**src/rtl/layer_argmax_collector_if.sv**
```systemverilog
// rtl/layer_argmax_collector_if.sv - result handshake bundle between the argmax collector and its consumer
interface layer_argmax_collector_if #(
    parameter int DW   = 8,
    parameter int IDXW = 4
);
    logic            res_valid;
    logic            res_ready;
    logic [IDXW-1:0] res_idx;
    logic [DW-1:0]   res_val;
    logic            res_tie;

    modport master (output res_valid, output res_idx, output res_val, output res_tie, input res_ready);
    modport slave  (input res_valid, input res_idx, input res_val, input res_tie, output res_ready);
endinterface

```
**src/rtl/layer_argmax_collector.sv**
```systemverilog
// rtl/layer_argmax_collector.sv - snapshots final-layer neuron outputs and scans them for the winning class
module layer_argmax_collector #(
    parameter int NUM_IN = 8,
    parameter int DW     = 8,
    parameter int IDXW   = 4,
    parameter int LAT    = 3
) (
    input  logic                   clk,
    input  logic                   reset,
    input  logic                   src_valid_i,
    input  logic [NUM_IN*DW-1:0]   node_out_i,
    output logic                   busy_o,
    output logic [7:0]             drop_count_o,
    layer_argmax_collector_if.master res_o
);
    typedef enum logic [1:0] {IDLE, SCAN, DONE} state_t;

    state_t                state_q;
    logic [LAT-1:0]        vpipe_q;
    logic [NUM_IN*DW-1:0]  snap_q;
    logic [DW-1:0]         best_val_q, best_val_d;
    logic [IDXW-1:0]       best_idx_q, best_idx_d;
    logic                  best_tie_q, best_tie_d;
    logic [IDXW-1:0]       ptr_q;
    logic                  res_valid_q;
    logic [IDXW-1:0]       res_idx_q;
    logic [DW-1:0]         res_val_q;
    logic                  res_tie_q;
    logic [7:0]            drop_q;
    logic [DW-1:0]         elem;
    logic                  capture;
    logic                  last_elem;

    // Neuron nodes carry no valid, so the delay line marks when node_out belongs to a vector.
    assign capture   = vpipe_q[LAT-1];
    assign last_elem = (ptr_q == IDXW'(NUM_IN - 1));

    always_comb begin
        elem       = snap_q[int'(ptr_q)*DW +: DW];
        best_val_d = best_val_q;
        best_idx_d = best_idx_q;
        best_tie_d = best_tie_q;
        if (elem > best_val_q) begin
            best_val_d = elem;
            best_idx_d = ptr_q;
            best_tie_d = 1'b0;
        end else if (elem == best_val_q) begin
            best_tie_d = 1'b1;
        end
    end

    always_ff @(posedge clk) begin
        if (reset) begin
            state_q     <= IDLE;
            vpipe_q     <= '0;
            snap_q      <= '0;
            best_val_q  <= '0;
            best_idx_q  <= '0;
            best_tie_q  <= 1'b0;
            ptr_q       <= '0;
            res_valid_q <= 1'b0;
            res_idx_q   <= '0;
            res_val_q   <= '0;
            res_tie_q   <= 1'b0;
            drop_q      <= '0;
        end else begin
            vpipe_q[0] <= src_valid_i;
            for (int k = 1; k < LAT; k++) begin
                vpipe_q[k] <= vpipe_q[k-1];
            end

            // Includes the handshake edge: state is still DONE when the capture is sampled.
            if (capture && (state_q != IDLE) && (drop_q != 8'hFF)) begin
                drop_q <= drop_q + 8'd1;
            end

            case (state_q)
                IDLE: begin
                    if (capture) begin
                        snap_q     <= node_out_i;
                        best_val_q <= node_out_i[DW-1:0];
                        best_idx_q <= '0;
                        best_tie_q <= 1'b0;
                        ptr_q      <= IDXW'(1);
                        if (NUM_IN == 1) begin
                            state_q     <= DONE;
                            res_valid_q <= 1'b1;
                            res_idx_q   <= '0;
                            res_val_q   <= node_out_i[DW-1:0];
                            res_tie_q   <= 1'b0;
                        end else begin
                            state_q <= SCAN;
                        end
                    end
                end
                SCAN: begin
                    best_val_q <= best_val_d;
                    best_idx_q <= best_idx_d;
                    best_tie_q <= best_tie_d;
                    ptr_q      <= ptr_q + IDXW'(1);
                    if (last_elem) begin
                        state_q     <= DONE;
                        res_valid_q <= 1'b1;
                        res_idx_q   <= best_idx_d;
                        res_val_q   <= best_val_d;
                        res_tie_q   <= best_tie_d;
                    end
                end
                DONE: begin
                    if (res_o.res_ready) begin
                        state_q     <= IDLE;
                        res_valid_q <= 1'b0;
                    end
                end
                default: state_q <= IDLE;
            endcase
        end
    end

    assign busy_o          = (state_q != IDLE);
    assign drop_count_o    = drop_q;
    assign res_o.res_valid = res_valid_q;
    assign res_o.res_idx   = res_idx_q;
    assign res_o.res_val   = res_val_q;
    assign res_o.res_tie   = res_tie_q;
endmodule

```
**src/flat_wrapper.sv**
```systemverilog
// flat-port wrapper written by rule: the top's interface ports become plain ports
module layer_argmax_collector_flat 
#(
    parameter int NUM_IN = 8,
    parameter int DW     = 8,
    parameter int IDXW   = 4,
    parameter int LAT    = 3
)
  (clk, reset, src_valid_i, node_out_i, busy_o, drop_count_o, res_o_res_valid, res_o_res_idx, res_o_res_val, res_o_res_tie, res_o_res_ready);
  layer_argmax_collector_if #(.DW(DW), .IDXW(IDXW)) res_o_i ();
  input  logic clk;
  input  logic reset;
  input  logic src_valid_i;
  input  logic [NUM_IN*DW-1:0] node_out_i;
  output logic busy_o;
  output logic [7:0] drop_count_o;
  output wire logic [$bits(res_o_i.res_valid)-1:0] res_o_res_valid;
  output wire logic [$bits(res_o_i.res_idx)-1:0] res_o_res_idx;
  output wire logic [$bits(res_o_i.res_val)-1:0] res_o_res_val;
  output wire logic [$bits(res_o_i.res_tie)-1:0] res_o_res_tie;
  input wire logic [$bits(res_o_i.res_ready)-1:0] res_o_res_ready;
  assign res_o_res_valid = res_o_i.res_valid;
  assign res_o_res_idx = res_o_i.res_idx;
  assign res_o_res_val = res_o_i.res_val;
  assign res_o_res_tie = res_o_i.res_tie;
  assign res_o_i.res_ready = res_o_res_ready;
  layer_argmax_collector #(.NUM_IN(NUM_IN), .DW(DW), .IDXW(IDXW), .LAT(LAT)) u_core (.clk(clk), .reset(reset), .src_valid_i(src_valid_i), .node_out_i(node_out_i), .busy_o(busy_o), .drop_count_o(drop_count_o), .res_o(res_o_i));
endmodule
```
**config.mk**
```make
export PLATFORM = sky130hd
export DESIGN_NAME = layer_argmax_collector_flat
export DESIGN_NICKNAME = d
export VERILOG_FILES = /design/src/rtl/layer_argmax_collector_if.sv /design/src/rtl/layer_argmax_collector.sv /design/src/flat_wrapper.sv
export SDC_FILE = /design/constraint.sdc
export NUM_CORES = 1
export LEC_CHECK = 0
export CORE_UTILIZATION = 40
export DETAILED_ROUTE_END_ITERATION = 8
export PLACE_DENSITY = 0.62
export SETUP_SLACK_MARGIN = 0.02
export SYNTH_ARGS = -nofsm -noshare
export SYNTH_HDL_FRONTEND = slang
export SYNTH_SLANG_ARGS = --single-unit
```
**constraint.sdc**
```tcl
create_clock -name clk -period 2.7 [get_ports clk]
set_input_delay 0.27 -clock clk [delete_from_list [all_inputs] [get_ports clk]]
set_output_delay 0.27 -clock clk [all_outputs]
set_load 0.03 [all_outputs]
```
## After elaboration in Yosys (flattened, before gate mapping)

Index checks and enable logic that the tools add are counted.

- Register bits: 108
- Input bits: 68

- Add/sub/neg operators: 2
- $lt $le $gt $ge: 1
- Eq/ne operators: 8
- Shifts and indexed selects: 1
- Multiplexer cells: 19
- Reduce and logical (&&, ||, !) cells: 11

Operators with widths:

| kind | number |
|---|---|
| 64-bit by 8-bit variable part select with 8-bit output | 1 |
| 8-bit two-way mux | 2 |
| 4-bit one-hot mux with 2 select lines | 2 |
| 8-bit one-hot mux with 2 select lines | 1 |
| 4-bit two-way mux | 3 |
| 8-bit by 1-bit adder with 8-bit output (second input constant) | 1 |
| 8-bit equality test | 1 |
| 8-bit > comparator | 1 |
| 8-bit inequality test (second input constant) | 1 |
| 2-bit two-way mux | 3 |
| 2-bit one-hot mux with 3 select lines | 1 |
| 2-bit AND reduction | 3 |
| 3-bit AND reduction | 2 |
| 2-bit nonzero test | 3 |
| 1-bit two-way mux | 5 |
| 4-bit by 1-bit adder with 4-bit output (second input constant) | 1 |
| 4-bit by 3-bit equality test with 1-bit output (second input constant) | 1 |
| 2-bit by 1-bit inequality test with 1-bit output (second input constant) | 2 |
| 1-bit one-hot mux with 2 select lines | 2 |
| 2-bit by 1-bit equality test with 1-bit output (second input constant) | 1 |
| 2-bit equality test (second input constant) | 1 |
| 1-bit logical AND | 2 |
| 2-bit logical NOT | 1 |
| 2-bit inequality test (second input constant) | 1 |

## Depth between registers and ports, before layout

Gate-level depths: netlist of the first run.

- Depth after elaboration: 5
- Mapped depth: 12
- Gate-level depth less buffers: 9

## Worst setup path before layout of the first run

Ideal clock, no wire load.

- Path kind: flip-flop to flip-flop
- Start point: register u_core.ptr_q[1]
- End point: register u_core.best_idx_q[0]
- Setup time: 0.093 ns
- Data arrival time: 2.659 ns
- Required time: 2.607 ns
- Setup slack: -0.052 ns
- Stages on the path, launching flop included: 13
- Cell sequence: dfxtp_1 -> buf_6 -> mux4_2 -> mux2i_1 -> nor2_1 -> ha_1 -> nor2b_1 -> o211a_1 -> o211ai_2 -> buf_6 -> nand2_2 -> buf_6 -> o311ai_2

- Longest elaborated chain between the ends: 4

Ends and longest elaborated chain:

| element | RTL line | text |
|---|---|---|
| start: declaration | layer_argmax_collector.sv:24 | `logic [IDXW-1:0] ptr_q;` |
| start signal: assignment | layer_argmax_collector.sv:100 | `ptr_q <= ptr_q + IDXW'(1);` |
| 64-bit by 8-bit variable part select with 8-bit output | layer_argmax_collector.sv:39 | `elem = snap_q[int'(ptr_q)*DW +: DW];` |
| 8-bit > comparator | layer_argmax_collector.sv:43 | `if (elem > best_val_q) begin` |
| 4-bit two-way mux | layer_argmax_collector.sv:43 |  |
| 4-bit one-hot mux with 2 select lines | layer_argmax_collector.sv:77 | `case (state_q)` |
| end signal: assignment | layer_argmax_collector.sv:98 | `best_idx_q <= best_idx_d;` |
| end: declaration | layer_argmax_collector.sv:22 | `logic [IDXW-1:0] best_idx_q, best_idx_d;` |

No other way between the ends.
A chain may end at the register's enable or synchronous reset.

## Worst setup path in the final report of the first run

- Start point: register u_core.ptr_q[1]
- End point: register u_core.res_val_q[0] (netlist: u_core.res_o.res_val[0])

- Longest elaborated chain between the ends: 3

Ends and longest elaborated chain:

| element | RTL line | text |
|---|---|---|
| 64-bit by 8-bit variable part select with 8-bit output | layer_argmax_collector.sv:39 |  |
| 8-bit > comparator | layer_argmax_collector.sv:43 |  |
| 8-bit two-way mux | layer_argmax_collector.sv:43 |  |
| end signal: assignment | layer_argmax_collector.sv:89 | `res_val_q <= node_out_i[DW-1:0];` |
| end signal: assignment | layer_argmax_collector.sv:105 | `res_val_q <= best_val_d;` |
| end: declaration | layer_argmax_collector.sv:27 | `logic [DW-1:0] res_val_q;` |

Several ways; a longest one is shown, not always the timed one.

==> metrics, run 1 <==
outcome finished, violations left; failing checks setup timing; Synth Area in Compound Gates about a fifth; Area after DPL 6380 sq um; CTS H-tree lvls 3; Crit path max-delay family multiplexers; Synth-to-Final Area Change 34.7%; crit-path most repeated cell buf_6; peak supply drop between 0.3 and 0.4 mV; Synth Area in Simple Gates between 20% and 30%; fmax roughly 0.33 GHz; synthesized area around 5200 sq um; CP cell instances clkbuf_16 -> mux4_2 -> mux2i_2 -> nor2_1 -> ha_1 -> nand2_1 -> nor2_2 -> o211ai_4 -> buf_6 -> buf_6 -> a21o_1 -> a311oi_2; Slew HR between 50% and 60%; top_reg_cell synth dfxtp_1; R2R Setup Slk -0.32 ns; total power around 3.4 mW; FFs w/ async S/R, synth 0%; Fin. Hold Viols 0; Crit path required time 2.96 ns; worst-case clock skew approximately 0.0060 ns; Seq/Total Area, Yosys 41.7%; worst reg-to-reg path cell count 12; R2R Path Start u_core.ptr_q[1]; leakage power total around 2.4 nW; Max stage delay cell, worst path mux4_2; die width 116 um; CTS sink count 108; antenna diode count 0; post-synthesis mux area share 8.49%; Worst setup EP type flop; R2R Path End u_core.res_o.res_val[0]; pre-CTS worst setup slack -0.313 ns; layout cells sized above 1 20.1%; Slew Limit Fails 0; DRC viols 0; Tot GR Track Use ~20%; post-synthesis adder-cell area fraction 2.41%; warnings from Yosys 0; Die Area 13400 sq um; RSZ-0062 raised after global routing yes; first-pass GRT wire length between 20 and 25 mm; CTS max path bufs 2; syn nets roughly 670; Power Density 492 nW/um^2; fin area between 6000 and 7000 sq um; Initial Utilization 41.1%; CP bufs+invs 3; final setup margin -0.318 ns; synthesized flop and latch total around 110; CP startpoint u_core.ptr_q[1]; CP Depth 12; DRT Wirelength 13.2 mm; CTS Buf Count 9; floorplan core area about 13000 sq um; Via Count 4492; Boundary Pins 91; HP Class in2reg; Die Y around 120 um; CTS tree yes; min Tclk post-route 3.02 ns; Final #Nets just under 800; Wirelength per Cell roughly 15 um; maxcap violations 0; period utilization 112%; buffers added on ports 90; Critical Path Start Type flop; Setup CP Type reg2reg; pin count of the biggest net entering global routing between 60 and 70; initial DRC count 210; measured slew at the worst slew-check pin roughly 0.72 ns; XOR/XNOR Fraction of Synth Area about 1.0%; Worst-path clk slew ~0.070 ns; HPWL after detailed placement ~9.0 mm; Final Setup Violations 26; number of global-route vias before repair 4158; row cnt slightly above 40; clock root buffer clkbuf_16; Post-Syn Instances around 600; Synth cell types 53; gpl congestion 0.812; CP arrival approximately 3.3 ns; crit path max fanout 6; Critical Path Max Stage Delay ~0.53 ns; Setup crit end u_core.res_o.res_val[0]; Skew-Pair Late Insertion Delay about 0.35 ns; Final Util roughly 55%; initial antenna violation count 0; global route overflow 0; DRT Pass-1 Iters 4; largest family of logic cells by synthesized area simple AND/OR/NAND/NOR gates; Post-synth EDFFs 0; vias per cell about 5.2; final antenna-violating net count 0; Mapped Avg Cell Area 8.82 sq um
-- flip-flops by register name, indices dropped and copies added, names as in the netlist --
register                flops
u_core.best_idx_q           4
u_core.best_tie_q           1
u_core.best_val_q           8
u_core.drop_count_o         8
u_core.ptr_q                4
u_core.res_o.res_idx        4
u_core.res_o.res_tie        1
u_core.res_o.res_val        8
u_core.res_o.res_valid      1
u_core.snap_q              64
u_core.state_q              2
u_core.vpipe_q              3
-- metrics by stage --
stage / cells / TNS (ns) / hold WS (ns)
final: 870 / -5.74 / 0.409
after global routing: 870 / -8.28 / 0.433
after CTS: 861 / -4.46 / 0.403
after detailed placement: 843 / -5.53 / 0.422
after global placement: 843 / -4.55 / 0.420
after floorplan: 588 / -0.104 / 0.398
-- layout by cell type (no fill, tap or decap), types with 3 or more instances in the layout --
cell type | Yosys | final
xnor2_1 | 5 | 5
mux4_2 | 16 | 16
o21ai_0 | 10 | 9
a21o_1 | 10 | 10
nor2_1 | 35 | 33
mux2i_2 | 0 | 8
a311oi_2 | 8 | 10
clkbuf_16 | 0 | 10
clkdlybuf4s50_1 | 0 | 89
nor3_1 | 5 | 4
buf_4 | 8 | 41
dfxtp_1 | 108 | 107
o311ai_2 | 3 | 4
buf_6 | 4 | 6
buf_12 | 2 | 5
nand2_1 | 145 | 143
nor3b_1 | 4 | 4
a21oi_1 | 84 | 84
inv_1 | 9 | 9
nand3_1 | 6 | 6
a31o_1 | 7 | 7
nor2b_1 | 6 | 4
ha_1 | 10 | 9
nand4_1 | 3 | 3
nand3_2 | 8 | 8
a41o_1 | 8 | 8
nand2b_1 | 6 | 6
or3_1 | 5 | 5
-- Yosys cell counts (2+ instances only) --
| cell | count | area (sq um) |
|---|---|---|
| nor3_1 | 5 | 25.0 |
| clkbuf_1 | 13 | 48.8 |
| o21bai_1 | 2 | 15.0 |
| a311oi_1 | 2 | 17.5 |
| mux4_2 | 16 | 360 |
| a211oi_1 | 3 | 22.5 |
| or2_4 | 2 | 17.5 |
| or3_1 | 5 | 31.3 |
| a31o_1 | 7 | 61.3 |
| dfxtp_1 | 108 | 2160 |
| o21ai_0 | 10 | 50.1 |
| nor2b_1 | 6 | 37.5 |
| nand2_1 | 145 | 544 |
| xnor2_1 | 5 | 43.8 |
| o311ai_2 | 3 | 48.8 |
| nand3_2 | 8 | 80.1 |
| buf_12 | 2 | 40.0 |
| a21oi_1 | 84 | 420 |
| a41o_1 | 8 | 80.1 |
| a31oi_1 | 2 | 12.5 |
| nand4_1 | 3 | 18.8 |
| o211a_1 | 3 | 30.0 |
| buf_2 | 13 | 65.1 |
| a21o_1 | 10 | 75.1 |
| nor3b_1 | 4 | 30.0 |
| inv_1 | 9 | 33.8 |
| a311oi_2 | 8 | 120 |
| nand2b_1 | 6 | 37.5 |
| nand3_1 | 6 | 30.0 |
| buf_4 | 8 | 60.1 |
| nor2_1 | 35 | 131 |
| buf_6 | 4 | 45.0 |
| buf_1 | 7 | 26.3 |
| ha_1 | 10 | 125 |
| mux2i_1 | 8 | 80.1 |
-- worst min-delay path by stage --
stage                            startpoint                     end  slack (ns)  depth (start not counted)
after CTS                             reset  u_core.drop_count_o[7]        0.40                          2
after floorplan                 src_valid_i       u_core.vpipe_q[0]        0.40                          1
after global routing                  reset  u_core.drop_count_o[6]        0.43                          2
after global placement    u_core.vpipe_q[0]       u_core.vpipe_q[1]        0.42                          1
after detailed placement  u_core.vpipe_q[1]       u_core.vpipe_q[2]        0.42                          1
final                                 reset  u_core.drop_count_o[6]        0.41                          2
-- kinds of logic after synthesis --
kind of cell	after synthesis
adder cells (fa/ha/maj)	10
flip-flops	108
buffers and inverters	58
XOR/XNOR	6
AND/OR/NAND/NOR	234
multiplexers	24
AO/OA/AOI/OAI	148
-- per-layer routing --
metal	part of all wire (%)	up-vias	GRT usage, %
li1	-	2260	-
met1	48	2123	28.3
met2	47	96	30.4
met3	3.2	13	2.41
met4	1.2	0	6.84
met5	0	-	0
-- power breakdown --
group	switching (mW)	internal [mW]	total (mW)
combinational	0.225	0.244	0.470
clock	0.588	0.743	1.33
sequential	0.0211	1.62	1.64
-- layout make-up --
type                    count  area (sq um)
clock inverters             5          62.6
repair buffers            143          1410
multi-input cells         422          2860
inverters                  10          37.5
well taps                 172           215
fillers                  1165          5630
clock buffers              10           239
flip-flops and latches    108          2170
-- worst register-to-register path, delay by kind of cell, from the launching register on --
family / cells / cell delay, ns
compound gates: 3 / 0.57
fa+ha+maj: 1 / 0.30
buf+inv: 3 / 0.44
flops: 1 / 0.40
mux: 2 / 0.80
simple gates: 3 / 0.42
-- repair_timing --
action	CTS	global route
resized for setup	12	31
hold buffers	0	0
hold endpoints to repair	0	0
cloned	0	1
endpoints found under the setup margin	26	26
buffers inserted	3	9
pin swaps	0	13
No activity file was read; power rests on OpenSTA's default activity.
==> run 2: changes to the inputs <==
--- a/config.mk
+++ b/config.mk
@@ -7,6 +7,7 @@
 export LEC_CHECK = 0
 export CORE_UTILIZATION = 40
 export DETAILED_ROUTE_END_ITERATION = 8
+export GPL_ROUTABILITY_DRIVEN = 0
 export PLACE_DENSITY = 0.62
 export SETUP_SLACK_MARGIN = 0.02
 export SYNTH_ARGS = -nofsm -noshare
==> results of run 2 <==
Same layout as run 1: the final DEF is identical, and so are final timing and power.
